## src/rtl/mpu_issue_dispatch.sv

```systemverilog
`default_nettype none
// ============================================================================
// Module   : mpu_issue_dispatch
// Brief    : Stamps sequencer instructions with a wrapping issue number,
//            broadcasts them to the enabled TPUs with per-lane handshakes,
//            registers each issue with the commit aggregator and throttles
//            on aggregator-full / outstanding-issue limit.
// Revision : 1.0 - initial release
// ============================================================================
module mpu_issue_dispatch #(
   parameter int NUM_TPU         = 1,
   parameter int WIDTH_ISSUE     = 8,
   parameter int WIDTH_INSTR     = 32,
   parameter int MAX_OUTSTANDING = 4
) (
   input  logic                                   clock,
   input  logic                                   reset,
   input  logic                                   I_Req,
   input  logic [WIDTH_INSTR-1:0]                 I_Instr,
   input  logic [NUM_TPU-1:0]                     I_En_TPU,
   output logic                                   O_Ack,
   output logic [NUM_TPU-1:0]                     O_TPU_Req,
   output logic [WIDTH_INSTR-1:0]                 O_TPU_Instr,
   output logic [WIDTH_ISSUE-1:0]                 O_TPU_Issue_No,
   input  logic [NUM_TPU-1:0]                     I_TPU_Rdy,
   output logic                                   O_Agg_Req,
   output logic [WIDTH_ISSUE-1:0]                 O_Agg_Issue_No,
   output logic [NUM_TPU-1:0]                     O_Agg_En_TPU,
   input  logic                                   I_Agg_Full,
   input  logic                                   I_Commit_Req,
   input  logic [WIDTH_ISSUE-1:0]                 I_Commit_No,
   output logic [$clog2(MAX_OUTSTANDING+1)-1:0]   O_Num_Out,
   output logic                                   O_Busy,
   output logic                                   O_Err
);

   localparam int CNT_W = $clog2(MAX_OUTSTANDING + 1);
   localparam logic [CNT_W-1:0] MAX_CNT = CNT_W'(MAX_OUTSTANDING);

   typedef enum logic [0:0] {
      IDLE  = 1'b0,
      BCAST = 1'b1
   } state_t;

   state_t                 state;
   logic [WIDTH_ISSUE-1:0] issue_cnt;     // next issue number to hand out
   logic [WIDTH_ISSUE-1:0] exp_commit;    // issue number the next commit must carry
   logic [WIDTH_ISSUE-1:0] issue_no;      // issue number of the current/last instruction
   logic [WIDTH_INSTR-1:0] instr_q;
   logic [NUM_TPU-1:0]     en_q;
   logic [NUM_TPU-1:0]     done;
   logic [CNT_W-1:0]       num_out;
   logic                   agg_req;
   logic                   err;

   logic                   accept;
   logic [NUM_TPU-1:0]     lane_req;
   logic [NUM_TPU-1:0]     done_next;
   logic                   all_done;
   logic                   commit_dec;

   // Accept decision, lane requests and broadcast completion. Accept is
   // gated by reset so no ack can escape while reset is held.
   always_comb begin
      accept     = reset & (state == IDLE) & I_Req & (|I_En_TPU) & ~I_Agg_Full
                   & (num_out < MAX_CNT);
      lane_req   = (state == BCAST) ? (en_q & ~done) : '0;
      done_next  = done | (lane_req & I_TPU_Rdy);
      all_done   = ((done_next & en_q) == en_q);
      commit_dec = I_Commit_Req & (num_out != '0);
   end

   // Issue FSM, counters, outstanding tracking and sticky error.
   always_ff @(posedge clock or negedge reset) begin
      if (!reset) begin
         state      <= IDLE;
         issue_cnt  <= '0;
         exp_commit <= '0;
         issue_no   <= '0;
         instr_q    <= '0;
         en_q       <= '0;
         done       <= '0;
         num_out    <= '0;
         agg_req    <= 1'b0;
         err        <= 1'b0;
      end else begin
         agg_req <= 1'b0;
         case (state)
            IDLE: begin
               if (accept) begin
                  instr_q   <= I_Instr;
                  en_q      <= I_En_TPU;
                  issue_no  <= issue_cnt;
                  issue_cnt <= issue_cnt + WIDTH_ISSUE'(1);
                  done      <= '0;
                  agg_req   <= 1'b1;
                  state     <= BCAST;
               end else if (I_Req && (I_En_TPU == '0)) begin
                  // Empty target mask is a sequencer bug: flag and drop.
                  err <= 1'b1;
               end
            end
            BCAST: begin
               done <= done_next;
               if (all_done) begin
                  state <= IDLE;
               end
            end
            default: state <= IDLE;
         endcase

         // Simultaneous accept and commit cancel out.
         if (accept && !commit_dec) begin
            num_out <= num_out + CNT_W'(1);
         end else if (!accept && commit_dec) begin
            num_out <= num_out - CNT_W'(1);
         end

         // Commits must arrive in issue order; a stray or out-of-order one
         // is flagged but still consumed so tracking stays aligned.
         if (I_Commit_Req) begin
            exp_commit <= exp_commit + WIDTH_ISSUE'(1);
            if ((num_out == '0) || (I_Commit_No != exp_commit)) begin
               err <= 1'b1;
            end
         end
      end
   end

   assign O_Ack          = accept;
   assign O_TPU_Req      = lane_req;
   assign O_TPU_Instr    = instr_q;
   assign O_TPU_Issue_No = issue_no;
   assign O_Agg_Req      = agg_req;
   assign O_Agg_Issue_No = issue_no;
   assign O_Agg_En_TPU   = en_q;
   assign O_Num_Out      = num_out;
   assign O_Busy         = (state == BCAST) | (num_out != '0);
   assign O_Err          = err;

endmodule
`default_nettype wire
```

## config.mk

```make
export PLATFORM = sky130hd
export DESIGN_NAME = mpu_issue_dispatch
export DESIGN_NICKNAME = d
export VERILOG_FILES = /design/src/rtl/mpu_issue_dispatch.sv
export SDC_FILE = /design/constraint.sdc
export NUM_CORES = 1
export LEC_CHECK = 0
export ABC_CLOCK_PERIOD_IN_PS = 4250
export CAP_MARGIN = 10
export CORE_UTILIZATION = 46
export DETAILED_ROUTE_END_ITERATION = 12
export GPL_ROUTABILITY_DRIVEN = 0
export PLACE_DENSITY = 0.83
export SYNTH_ARGS = -nofsm -noshare
export SYNTH_HDL_FRONTEND = slang
export SYNTH_SLANG_ARGS = --single-unit
```

## constraint.sdc

```tcl
create_clock -name clock -period 4.25 [get_ports clock]
set_clock_uncertainty 0.1 [all_clocks]
set_input_delay 1.0625 -clock clock [delete_from_list [all_inputs] [get_ports clock]]
set_output_delay 1.0625 -clock clock [all_outputs]
set_load 0.05 [all_outputs]
```

==> impl_metrics.yaml <==
status:
  status: "completed"
sta:
  rsz0062_at_grt: "no"
  max_clock_freq_mhz: 270
  finalCriticalPeriod_ns: 3.71
  timing_hold_violations_final: 0
  timing_worst_slew_pin_value_ns: 0.758
  final-setup-viol-count: 0
  final_min_period_over_clock_period: 0.872
  timing.setup.tns_ns: 0
  drv_slew: 0
  slew-limit-headroom: 0.495
floorplanning:
  std_cell_rows: 27
  io_pins: 104
  coreArea_mm2: 0.00561
  die_height_um: 78.9
  initial_utilization: 0.485
  die_x_um: 78.9
  die_ar_mm2: 0.00623
power_and_ir_drop:
  pd_cells_mw_per_mm2: 766
  combinationalPowerShare: 0.505
  vdd.ir_drop.worst_mv: 0.418
  power_frac_clock: 0.155
  power.switching_uw: 1380
  leak_pwr_uw: 0.00190
  sequentialPowerShare: 0.339
  power.internal_uw: 1630
  switching_share: 0.459
yosys:
  synth_seq_area_share: 0.588
  synth.ff_latch_count: 64
  yosys_warnings: 0
  syn-instance-count: 278
  synth.net_count: 329
  synth_cell_types: 31
  average_footprint_of_a_synthesized_cell_um2: 9.79
  post_synth_instance_area_mm2: 0.00272
clocking:
  htreeDepth: 3
  clk_latency_ns: 0.32
  tritoncts_clock_tree: "yes"
  clock-root-buffer: "clkbuf_8"
  post_cts_resized: 0
  cts-buffers-inserted: 9
  cts_max_path_buffers: 2
  post-cts-setup-buffer-count: 0
  clkSlewWorstSetupHoldPaths_ns: 0.07
  clock-sinks: 64
  number_of_buffers_added_to_fix_hold_violations_after_cts: 0
finish:
  final_nets: 427
  syn2layout_area_growth_pct: 44.5
  layout-drive-gt1-share: 0.0761
  postLayoutCoreUtil: 0.702
  design_area_mm2: 0.00394
  n_antenna_cell: 0
setup_path:
  critical_path_peak_fanout: 15
  cp-end-kind: "primary output"
  critPathLaunchType: "input pin"
  worst-endpoint-required_ns: 3.09
  critPathMaxStageDelay_ns: 0.50
  worst_ep_arrival_time_ns: 2.54
  setup.worst_path.class: "in -> out"
  crit_slowest_cell: "clkdlybuf4s50_1"
  crit_chain: "clkdlybuf4s50_1 -> nand2b_4 -> or4_4 -> inv_2 -> buf_12"
routing:
  routedWlPerCell_um: 12.4
  dr.pass1.iters: 4
  drt_iter0_markers: 124
  drtAntennaViolNets: 0
  drc: 0
  totalWireLength_um: 5600
  drt-vias-per-instance: 4.62
  vias: 2093
placed_design:
  dpl_cell_area_mm2: 0.00375
  hpwl_um: 3910
  place.port_buffers: 103
global_route:
  grt_start_max_net_pins: 65
  grt_first_pass_wirelength_um: 9630
  global_route.usage.total: 0.202
  grt_pass1_vias: 2099
  global_route.overflow_total: 0
  antenna_found_initial: 0
flow_run:
  max_cap_viol_count: 0
worst_hold_path:
  worstHoldPathType: "reg -> reg"
cell usage in the layout (no fill, tap or decap), types with 2 or more instances in the layout:
master | synthesis | layout
buf_4 | 8 | 3
clkbuf_8 | 0 | 12
clkdlybuf4s50_1 | 0 | 101
clkinv_2 | 0 | 3
dfrtp_1 | 64 | 64
ha_1 | 3 | 3
inv_1 | 4 | 4
mux2_2 | 2 | 2
nand2_1 | 130 | 130
nand3_1 | 2 | 2
nand4_1 | 6 | 6
nor2_1 | 7 | 7
xnor2_1 | 14 | 14
xor2_1 | 10 | 10
worst max-delay path, delay by kind of cell:
kind | cells | cell delay, ns
buf+inv | 3 | 0.93
simple gates | 2 | 0.54
cell usage after synthesis, drive strengths merged:
cell type | instances | area share
a21o | 1 | 0.0028
a21oi | 1 | 0.0018
and3 | 1 | 0.0023
and3b | 1 | 0.0032
buf | 18 | 0.043
clkbuf | 1 | 0.0014
dfrtp | 64 | 0.59
fa | 1 | 0.0074
ha | 3 | 0.014
inv | 5 | 0.0069
mux2 | 2 | 0.0083
nand2 | 130 | 0.18
nand2b | 2 | 0.0074
nand3 | 2 | 0.0037
nand4 | 6 | 0.014
nor2 | 7 | 0.0097
nor3 | 1 | 0.0018
nor4 | 1 | 0.0046
o21ai | 1 | 0.0018
o41ai | 1 | 0.0032
or2 | 1 | 0.0023
or3 | 2 | 0.0064
or4 | 1 | 0.0041
xnor2 | 15 | 0.051
xor2 | 10 | 0.032
sequential cells by signal (all words and copies together) (netlist names):
signal	count
O_TPU_Instr	32
O_Agg_Issue_No	8
exp_commit	8
issue_cnt	8
O_Num_Out	3
O_Agg_En_TPU	1
O_Agg_Req	1
O_Err	1
done	1
state	1
metal layers:
metal	track usage	share of wire	up-vias
met5	0	0	-
met4	0.0945	0.011	0
met3	0.0448	0.051	4
met2	0.333	0.49	59
met1	0.252	0.45	983
li1	-	-	1047
layout make-up:
| type | instances | area (um2) |
|---|---|---|
| Clock inverter | 3 | 15.0 |
| Sequential cell | 64 | 1600 |
| Fill cell | 466 | 1670 |
| Tap cell | 72 | 90.1 |
| Timing Repair Buffer | 106 | 1060 |
| Multi-Input combinational cell | 190 | 982 |
| Clock buffer | 13 | 169 |
| Inverter | 5 | 18.8 |
through the flow:
| stage | worst slack [ns] | power (uW) | hold WS, ns | std cells |
|---|---|---|---|---|
| finish | 0.544 | 3010 | 0.374 | 453 |
| global route | 0.476 | 3170 | 0.392 | 453 |
| CTS | 0.539 | 3040 | 0.376 | 453 |
| detailed placement | 0.542 | 2560 | 0.359 | 437 |
| global placement | 0.554 | 2530 | 0.349 | 437 |
| floorplan | 0.887 | 2030 | 0.341 | 278 |
kinds of logic after synthesis:
family                   count (synthesis)  synth area share
AND/OR/NAND/NOR                        155             0.239
adder cells (fa/ha/maj)                  4            0.0211
buffers and inverters                   24            0.0510
XOR/XNOR                                25            0.0832
AO/OA/AOI/OAI                            4           0.00965
multiplexers                             2           0.00827
flip-flops                              64             0.588
final timing paths:
path	from	to	slack [ns]	cells after the start
min in group asynchronous	reset	exp_commit[1]	0.83	2
worst max-delay path	I_Req	O_Ack	0.54	5
max in group asynchronous	reset	O_Agg_Issue_No[6]	2.72	2
worst min register to register	O_TPU_Instr[13]	O_TPU_Instr[13]	0.37	2
worst min-delay path	O_TPU_Instr[13]	O_TPU_Instr[13]	0.37	2
worst max register to register	state	O_Num_Out[2]	1.70	9
power groups by stage:
stage | clock network (uW) | registers, uW | logic (uW)
after floorplan | 0 | 1650 | 376
after global placement | 0 | 1020 | 1500
after detailed placement | 0 | 1030 | 1530
after CTS | 481 | 1020 | 1540
after global routing | 505 | 1060 | 1610
final | 469 | 1020 | 1520
(Power assumes the default switching activity.)
